## src/rtl/sm_free_list.sv

```systemverilog
// Shared-memory free-pointer allocator: circular FIFO of unused slot pointers.
// Optional SM_FREE_LIST_DOUBLE_FREE_CHECK_EN adds an allocation bitmap rejecting double frees.
package sm;
    localparam int unsigned SM_PTR_WIDTH = 8;

    typedef logic [SM_PTR_WIDTH-1:0] sm_ptr_t;
    typedef logic [31:0]             sm_res_code_t;

    localparam sm_res_code_t WR_OK           = 32'd0;
    localparam sm_res_code_t WR_ERR_NO_SPACE = 32'd1;

    typedef struct packed {
        sm_res_code_t code;
        sm_ptr_t      ptr;
    } sm_res_t;
endpackage

module sm_free_list #(
    parameter int unsigned PTR_WIDTH = sm::SM_PTR_WIDTH,
    parameter int unsigned NUM_PTRS  = 256
) (
    input  logic clk_i,
    input  logic rst_i,
    sm_free_list_if.slave bus
);
    localparam int unsigned IDX_W = $clog2(NUM_PTRS);
    localparam int unsigned CNT_W = $clog2(NUM_PTRS + 1);
    localparam int unsigned RNG_W = PTR_WIDTH + 1;

    typedef enum logic {
        ST_INIT,
        ST_RUN
    } state_t;

    state_t               state;
    logic [IDX_W-1:0]     init_idx;
    logic [IDX_W-1:0]     rd_ptr;
    logic [IDX_W-1:0]     wr_ptr;
    logic [CNT_W-1:0]     count;
    logic [PTR_WIDTH-1:0] mem [NUM_PTRS];

    logic                 alloc_vld;
    sm::sm_res_code_t     alloc_code;
    logic [PTR_WIDTH-1:0] alloc_ptr;
    logic                 free_err;
    logic                 init_done;

    logic                 in_range;
    logic                 pool_full;
    logic                 pool_empty;
    logic                 free_ok;
    logic                 pop;
    logic                 push;
    logic [IDX_W-1:0]     free_idx;
    logic                 mem_we;
    logic [IDX_W-1:0]     mem_waddr;
    logic [PTR_WIDTH-1:0] mem_wdata;

`ifdef SM_FREE_LIST_DOUBLE_FREE_CHECK_EN
    logic [NUM_PTRS-1:0]  alloc_map;
`endif

    function automatic logic [IDX_W-1:0] wrap_inc(input logic [IDX_W-1:0] p);
        return (p == IDX_W'(NUM_PTRS - 1)) ? '0 : p + IDX_W'(1);
    endfunction

    // Release/allocation qualification; the pool is only touched in RUN.
    always_comb begin
        in_range   = ({1'b0, bus.free_ptr_i} < RNG_W'(NUM_PTRS));
        free_idx   = IDX_W'(bus.free_ptr_i);
        pool_full  = (count == CNT_W'(NUM_PTRS));
        pool_empty = (count == '0);
        free_ok    = in_range && !pool_full;
`ifdef SM_FREE_LIST_DOUBLE_FREE_CHECK_EN
        free_ok    = free_ok && alloc_map[free_idx];
`endif
        pop        = (state == ST_RUN) && bus.alloc_req_i && !pool_empty;
        push       = (state == ST_RUN) && bus.free_vld_i && free_ok;
    end

    // Single write port: identity fill during INIT, released pointers during RUN.
    always_comb begin
        mem_we    = 1'b0;
        mem_waddr = wr_ptr;
        mem_wdata = bus.free_ptr_i;
        if (!rst_i) begin
            if (state == ST_INIT) begin
                mem_we    = 1'b1;
                mem_waddr = init_idx;
                mem_wdata = PTR_WIDTH'(init_idx);
            end else if (push) begin
                mem_we    = 1'b1;
            end
        end
    end

    always_ff @(posedge clk_i) begin
        if (mem_we) begin
            mem[mem_waddr] <= mem_wdata;
        end
    end

    // Control FSM with registered result and status outputs.
    always_ff @(posedge clk_i) begin
        if (rst_i) begin
            state      <= ST_INIT;
            init_idx   <= '0;
            rd_ptr     <= '0;
            wr_ptr     <= '0;
            count      <= '0;
            alloc_vld  <= 1'b0;
            alloc_code <= sm::WR_OK;
            alloc_ptr  <= '0;
            free_err   <= 1'b0;
            init_done  <= 1'b0;
        end else begin
            alloc_vld  <= bus.alloc_req_i;
            alloc_code <= sm::WR_OK;
            alloc_ptr  <= '0;
            free_err   <= 1'b0;
            case (state)
                ST_INIT: begin
                    if (bus.alloc_req_i) begin
                        alloc_code <= sm::WR_ERR_NO_SPACE;
                    end
                    free_err <= bus.free_vld_i;
                    init_idx <= init_idx + IDX_W'(1);
                    if (init_idx == IDX_W'(NUM_PTRS - 1)) begin
                        state     <= ST_RUN;
                        init_idx  <= '0;
                        rd_ptr    <= '0;
                        wr_ptr    <= '0;
                        count     <= CNT_W'(NUM_PTRS);
                        init_done <= 1'b1;
                    end
                end
                ST_RUN: begin
                    if (pop) begin
                        alloc_ptr <= mem[rd_ptr];
                        rd_ptr    <= wrap_inc(rd_ptr);
                    end else if (bus.alloc_req_i) begin
                        alloc_code <= sm::WR_ERR_NO_SPACE;
                    end
                    if (push) begin
                        wr_ptr <= wrap_inc(wr_ptr);
                    end
                    free_err <= bus.free_vld_i && !free_ok;
                    count    <= count + CNT_W'(push) - CNT_W'(pop);
                end
                default: state <= ST_INIT;
            endcase
        end
    end

`ifdef SM_FREE_LIST_DOUBLE_FREE_CHECK_EN
    // One bit per pointer: set while the pointer is held by a client.
    always_ff @(posedge clk_i) begin
        if (rst_i || state == ST_INIT) begin
            alloc_map <= '0;
        end else begin
            if (push) begin
                alloc_map[free_idx] <= 1'b0;
            end
            if (pop) begin
                alloc_map[IDX_W'(mem[rd_ptr])] <= 1'b1;
            end
        end
    end
`endif

    assign bus.alloc_vld_o  = alloc_vld;
    assign bus.alloc_code_o = alloc_code;
    assign bus.alloc_ptr_o  = alloc_ptr;
    assign bus.free_err_o   = free_err;
    assign bus.free_cnt_o   = count;
    assign bus.init_done_o  = init_done;
endmodule

```

## src/rtl/sm_free_list_if.sv

```systemverilog
// Allocation/release handshake and pool status between the free-pointer allocator and its users.
interface sm_free_list_if #(
    parameter int unsigned PTR_WIDTH = 8,
    parameter int unsigned NUM_PTRS  = 256
);
    localparam int unsigned CNT_W = $clog2(NUM_PTRS + 1);

    logic                 alloc_req_i;
    logic                 alloc_vld_o;
    logic [31:0]          alloc_code_o;
    logic [PTR_WIDTH-1:0] alloc_ptr_o;
    logic                 free_vld_i;
    logic [PTR_WIDTH-1:0] free_ptr_i;
    logic                 free_err_o;
    logic [CNT_W-1:0]     free_cnt_o;
    logic                 init_done_o;

    modport master (
        output alloc_req_i, free_vld_i, free_ptr_i,
        input  alloc_vld_o, alloc_code_o, alloc_ptr_o, free_err_o, free_cnt_o, init_done_o
    );

    modport slave (
        input  alloc_req_i, free_vld_i, free_ptr_i,
        output alloc_vld_o, alloc_code_o, alloc_ptr_o, free_err_o, free_cnt_o, init_done_o
    );
endinterface

```

## src/flat_wrapper.sv

```systemverilog
// flat-port wrapper written by rule: the top's interface ports become plain ports
module sm_free_list_flat 
#(
    parameter int unsigned PTR_WIDTH = sm::SM_PTR_WIDTH,
    parameter int unsigned NUM_PTRS  = 256
)
  (clk_i, rst_i, bus_alloc_req_i, bus_free_vld_i, bus_free_ptr_i, bus_alloc_vld_o, bus_alloc_code_o, bus_alloc_ptr_o, bus_free_err_o, bus_free_cnt_o, bus_init_done_o);
  sm_free_list_if #(.PTR_WIDTH(PTR_WIDTH), .NUM_PTRS(NUM_PTRS)) bus_i ();
  input  logic clk_i;
  input  logic rst_i;
  input wire logic [$bits(bus_i.alloc_req_i)-1:0] bus_alloc_req_i;
  input wire logic [$bits(bus_i.free_vld_i)-1:0] bus_free_vld_i;
  input wire logic [$bits(bus_i.free_ptr_i)-1:0] bus_free_ptr_i;
  output wire logic [$bits(bus_i.alloc_vld_o)-1:0] bus_alloc_vld_o;
  output wire logic [$bits(bus_i.alloc_code_o)-1:0] bus_alloc_code_o;
  output wire logic [$bits(bus_i.alloc_ptr_o)-1:0] bus_alloc_ptr_o;
  output wire logic [$bits(bus_i.free_err_o)-1:0] bus_free_err_o;
  output wire logic [$bits(bus_i.free_cnt_o)-1:0] bus_free_cnt_o;
  output wire logic [$bits(bus_i.init_done_o)-1:0] bus_init_done_o;
  assign bus_i.alloc_req_i = bus_alloc_req_i;
  assign bus_i.free_vld_i = bus_free_vld_i;
  assign bus_i.free_ptr_i = bus_free_ptr_i;
  assign bus_alloc_vld_o = bus_i.alloc_vld_o;
  assign bus_alloc_code_o = bus_i.alloc_code_o;
  assign bus_alloc_ptr_o = bus_i.alloc_ptr_o;
  assign bus_free_err_o = bus_i.free_err_o;
  assign bus_free_cnt_o = bus_i.free_cnt_o;
  assign bus_init_done_o = bus_i.init_done_o;
  sm_free_list #(.PTR_WIDTH(PTR_WIDTH), .NUM_PTRS(NUM_PTRS)) u_core (.clk_i(clk_i), .rst_i(rst_i), .bus(bus_i));
endmodule
```

## config.mk

```make
export PLATFORM = sky130hd
export DESIGN_NAME = sm_free_list_flat
export DESIGN_NICKNAME = d
export VERILOG_FILES = /design/src/rtl/sm_free_list.sv /design/src/rtl/sm_free_list_if.sv /design/src/flat_wrapper.sv
export SDC_FILE = /design/constraint.sdc
export NUM_CORES = 2
export LEC_CHECK = 0
export CORE_MARGIN = 2
export CORE_UTILIZATION = 46
export CTS_BUF_LIST = sky130_fd_sc_hd__clkbuf_16
export DETAILED_ROUTE_END_ITERATION = 6
export GPL_TIMING_DRIVEN = 1
export PLACE_DENSITY = 0.59
export SETUP_SLACK_MARGIN = 0.4
export SYNTH_ARGS = -nofsm -noshare
export SYNTH_HDL_FRONTEND = slang
export SYNTH_SLANG_ARGS = --single-unit
```

## constraint.sdc

```tcl
create_clock -name clk_i -period 14.45 [get_ports clk_i]
set_input_delay 2.89 -clock clk_i [delete_from_list [all_inputs] [get_ports clk_i]]
set_output_delay 2.89 -clock clk_i [all_outputs]
set_load 0.03 [all_outputs]
```

[After elaboration in Yosys (flattened, before gate mapping)]
Memories as Yosys holds them, arrays and structs flattened. A register that Yosys moved wholly into a read port is not among the register bits.
Index checks and enable logic that the tools add are counted.
Storage, ports and cells
  memory bits (writable): 2048
  word-level logic and storage cells: 61
  latch bits: 0
  register bits: 69
  memories kept: 1
  output and inout bits: 52
  bits in read-only memories: 0
  bits of input ports: 12
Operators by class
  add/sub/neg operators: 5
  bitwise logic cells: 2
  shifts and indexed selects: 0
  mux-type cells: 25
  divide/modulo/power cells: 0
  equality and inequality tests: 7
  magnitude comparators: 0
  reductions and logical operators: 12
  $mul: 0
Memories
  u_core.mem: words 256, bits a word 8, rd ports 1, clocked after memory_dff 1, write ports 1, line sm_free_list.sv:40  | logic [PTR_WIDTH-1:0] mem [NUM_PTRS];
Operator list (count)
  $mux 8: 10
  $pmux 32 s2: 1
  $mux 32: 1
  $pmux 8 s2: 2
  $add 8x1->8 const B: 3
  $eq 8x8->1 const B: 3
  $pmux 9 s2: 1
  $add 9x1->9: 1
  $eq 9x9->1 const B: 1
  $logic_not 9->1: 1
  $mux 9: 1
  $sub 9x1->9: 1
  $mux 1: 8
  $ne 2x2->1 const B: 3
  $reduce_and 2->1: 3
  $logic_and 1x1->1: 5
  $reduce_or 3->1: 1
  $logic_not 1->1: 2
  $not 1->1: 2
  $pmux 1 s2: 1

[Logic depth before layout (Yosys ltp)]
  depth in word-level cells: 8
  depth in mapped cells: 16
  gate-level depth less buffers: 16

[Worst setup path before layout]
No wires, ideal clock.
  path kind: input-to-reg
  start point: input rst_i
  end point: memory u_core.mem[0][0], data pin
  data arrival time: 6.708 ns
  stages: 5
  library setup time: 0.823 ns
  required time: 13.627 ns
  path buffers: 2
  path slack: 6.920 ns
  cells stage by stage: nor2_1 -> clkbuf_1 -> clkbuf_1 -> nand2_1 -> nand2_1
Between the ends
  cells in the longest elaborated chain, start to end: 1
RTL lines
  start, declared: line flat_wrapper.sv:10  | input logic rst_i;
  $mux 8: line sm_free_list.sv:86  | if (!rst_i) begin
  via u_core.mem_wdata[0]: line sm_free_list.sv:57  | logic [PTR_WIDTH-1:0] mem_wdata;
  end, declared: line sm_free_list.sv:40
The timed path passes the listed nets, and every way through them passes these cells.

[Worst setup path in the final report]
  start point: input rst_i
  end point: memory u_core.mem[232][2], enable pin
Between the ends
  cells in the longest elaborated chain, start to end: 3
  elaborated cells on any way between the ends: 4
  those cells by class: 4 x mux
RTL lines
  $mux 1: line sm_free_list.sv:86
  $mux 1: line sm_free_list.sv:98  | if (mem_we) begin
  $mux 1 (not written as such): line sm_free_list.sv:99  | mem[mem_waddr] <= mem_wdata;
Several ways; a longest one is shown, not always the timed one.

==> impl_metrics.env <==
export IMPL_status="finished, violations left"
export IMPL_violations="capacitance limit, slew limit"
export IMPL_ys_flop_type="edfxtp_1"
export IMPL_cts_root_buf="clkbuf_16"
export IMPL_dr_first_iter_drc_count=4780
export IMPL_avgSynthCellArea_um2=20.0
export IMPL_synthArstFlopShare_pct=0
export IMPL_critPathLaunchType="input pin"
export IMPL_rsz0062_at_grt="false"
export IMPL_path_common_cell="buf_4"
export IMPL_dieArea_um2=183000
export IMPL_fin_hold_ws_ps=485
export IMPL_clock_sink_count=2094
export IMPL_placed_area_um2=85100
export IMPL_drc_errors=0
export IMPL_crit_arrival_ps=7150
export IMPL_h_tree_depth=4
export IMPL_min_period_over_period_pct=46.3
export IMPL_grtUsageMet3_pct=5.00
export IMPL_reg2reg_to="u_core.bus.alloc_ptr_o[1]"
export IMPL_crit_type="in -> reg"
export IMPL_layout_drive_gt1_share_pct=21.2
export IMPL_grt_pass1_wl_um=306000
export IMPL_antenna_found_initial=3
export IMPL_fmax_mhz=149
export IMPL_clk_path_buf_depth=3
export IMPL_yosys_area_share_simple_pct=3.14
export IMPL_path_delay_family="simple AND/OR/NAND/NOR gates"
export IMPL_cp_num_buf_inv=4
export IMPL_synth_compound_area_share_pct=3.84
export IMPL_synth_fa_ha_area_share_pct=0.252
export IMPL_finalWirelength_um=214000
export IMPL_ant_nets=0
export IMPL_reg2reg_slack_ps=8910
export IMPL_ys_seq_area_share_pct=75.7
export IMPL_ys_warn_count=0
export IMPL_period_needed_ps=6700
export IMPL_dp_slack_ps=6920
export IMPL_place_gp_congestion=0.846
export IMPL_regArea_um2=62400
export IMPL_first_global_vias=41040
export IMPL_path_clk_slew_ps=60
export IMPL_hold_buffers=0
export IMPL_yosys_area_top_type_share_pct=74.6
export IMPL_final_max_slew_viol_count=1
export IMPL_cts_tree="built"
export IMPL_final_area_um2=91800
export IMPL_finClkSkew_ps=35.5
export IMPL_grt_max_degree=152
export IMPL_start_util_pct=46.3
export IMPL_hp_class="reg -> reg"
export IMPL_worstSetupEndpointType="flip-flop"
export IMPL_reg2reg_depth=9
export IMPL_firstDrtPassIters=5
export IMPL_track_usage_pct=23.6
export IMPL_max_slew_margin_rel_pct=-1.05
export IMPL_cts_buffers=210
export IMPL_whs_path_depth=2
export IMPL_postCtsSetupBuffers=0
export IMPL_met2_usage_pct=36.7
export IMPL_crit_fanout=22
export IMPL_finalNetCount=4240
export IMPL_vias=41221
export IMPL_leakage_nw=27.7
export IMPL_hp_start="u_core.bus.init_done_o"
export IMPL_fillers=14071
export IMPL_regToRegStartpoint="u_core.rd_ptr[0]"
export IMPL_io_buffers=32
export IMPL_tightest_slew_ps=1480
export IMPL_multi_input_area_um2=18600
export IMPL_dieHeight_um=427
export IMPL_vdd_drop_max_mv=0.135
export IMPL_synth_common_cells="2,048 x edfxtp_1, 429 x mux4_2, 342 x nor2_1"
export IMPL_synthMuxAreaShare_pct=14.8
export IMPL_critPathSlowestCell="o31ai_1"
export IMPL_path_cells="clkdlybuf4s50_1 > buf_4 > nor2_1 > buf_4 > o31ai_1 > nand3_1 > buf_4 > nor2_1"
export IMPL_synth_area_leaders="edfxtp_1 75%, mux4_2 12%, mux2i_1 1.9%"
export IMPL_clock_latency_ps=850
export IMPL_syn_inst=4130
export IMPL_synth_xor_area_share_pct=0.266
export IMPL_syn_area_um2=82400
export IMPL_powerDensity_nw_per_um2=132
export IMPL_via_per_inst=6.11
export IMPL_synth_seq_cells=2094
export IMPL_finalSetupViolCount=0
export IMPL_area_growth_pct=11.4
export IMPL_hold_viol=0
export IMPL_timing_final_ws_setup_ps=7750
export IMPL_required_ps=14900
export IMPL_hold_end="u_core.bus.init_done_o"
export IMPL_max_cap_viol_count=1
export IMPL_dp_hpwl_um=128000
export IMPL_synth_most_common_cell="edfxtp_1"
export IMPL_synth_top_family_by_area="multiplexers"
export IMPL_gr_usage_met1_pct=33.6
export IMPL_max_stage_delay_ps=1010
export IMPL_avgRoutedWirePerCell_um=31.8
export IMPL_num_rows=155
export IMPL_busiest_layer="met2"
export IMPL_io_pins=64
export IMPL_yosys_area_top_type="edfxtp_1"
export IMPL_grt_overflow=0
export IMPL_synth_cell_types=64
export IMPL_core_um2=178000
export IMPL_setup_tns_ps=0
export IMPL_cts_resized=0
export IMPL_synth_edff_count=2048
export IMPL_die_w_um=427
[worst reg2reg max path, delay by kind of cell (launching register included)]
kind / cells / cell delay, ps
buf+inv: 2 / 1470
flops: 1 / 760
compound gates: 5 / 2320
mux: 1 / 430
simple gates: 1 / 370
[metrics by stage]
| step | utilization (%) | total power, mW | cells |
|---|---|---|---|
| after floorplan | - | 6.95 | 4160 |
| after global placement | 47.8 | 7.03 | 6353 |
| after detailed placement | 47.8 | 7.04 | 6353 |
| after CTS | 51.5 | 12.2 | 6741 |
| after global routing | 51.5 | 12.5 | 6743 |
| final | 51.5 | 12.2 | 6744 |
[cell type report]
| class | instances | area share [%] |
|---|---|---|
| diodes | 1 | 0.00273 |
| clock buffers | 211 | 5.75 |
| clock inverters | 177 | 1.53 |
| inverters | 19 | 0.0818 |
| multi-input cells | 1770 | 20.3 |
| flip-flops and latches | 2094 | 68.0 |
| well taps | 2355 | 3.21 |
| repair buffers | 117 | 1.11 |
[metal layers]
layer | vias up | wire, um
li1 | 17245 | -
met1 | 21822 | 89400
met2 | 1851 | 101000
met3 | 303 | 17600
met4 | 0 | 6360
met5 | - | 0
[worst max-delay path by stage]
| stage | start | to | depth (start not counted) |
|---|---|---|---|
| after global placement | rst_i | u_core.mem[232][2] | 8 |
| final | rst_i | u_core.mem[232][2] | 8 |
| after global routing | rst_i | u_core.mem[235][0] | 8 |
| after detailed placement | rst_i | u_core.mem[245][0] | 8 |
| after CTS | rst_i | u_core.mem[250][0] | 8 |
| after floorplan | rst_i | u_core.mem[0][0] | 5 |
[placed cells by master, fill, tap and decap left out, types with 21 or more instances in the layout]
cell type           n
mux4_2            429
a21oi_1            56
o221ai_1           55
mux2i_1           156
nor2_1            336
clkinv_1           49
nand3_1            33
clkbuf_16         211
conb_1             31
edfxtp_1         2048
clkinv_2           39
o21ai_0            39
nand4_1            21
nand2_1            89
clkdlybuf4s50_1    32
inv_1              65
nor3_1             37
o211ai_1           32
mux2_2             86
a22oi_1            66
buf_4              78
a221oi_1           71
dfxtp_1            40
[flip-flops by register name (all words and copies together) (netlist names)]
name and count:
u_core.bus.alloc_code_o 1, u_core.bus.alloc_vld_o 1, u_core.bus.free_err_o 1, u_core.mem 2048, u_core.bus.free_cnt_o 9, u_core.bus.alloc_ptr_o 8, u_core.state 1, u_core.bus.init_done_o 1
u_core.wr_ptr 8, u_core.rd_ptr 8, u_core.init_idx 8
[logic make-up after synthesis]
family,after synthesis
simple gates,598
buf+inv,296
mux,672
xor+xnor,25
compound gates,428
flops,2094
fa+ha+maj,16
other cells,1
[where the power goes]
| part | switching, mW | total, mW | internal (mW) |
|---|---|---|---|
| Clock | 2.34 | 5.25 | 2.92 |
| Combinational | 0.186 | 0.203 | 0.0176 |
| Sequential | 0.00274 | 6.70 | 6.70 |
| Total | 2.53 | 12.2 | 9.63 |
Power figures use the tool's default switching activity.
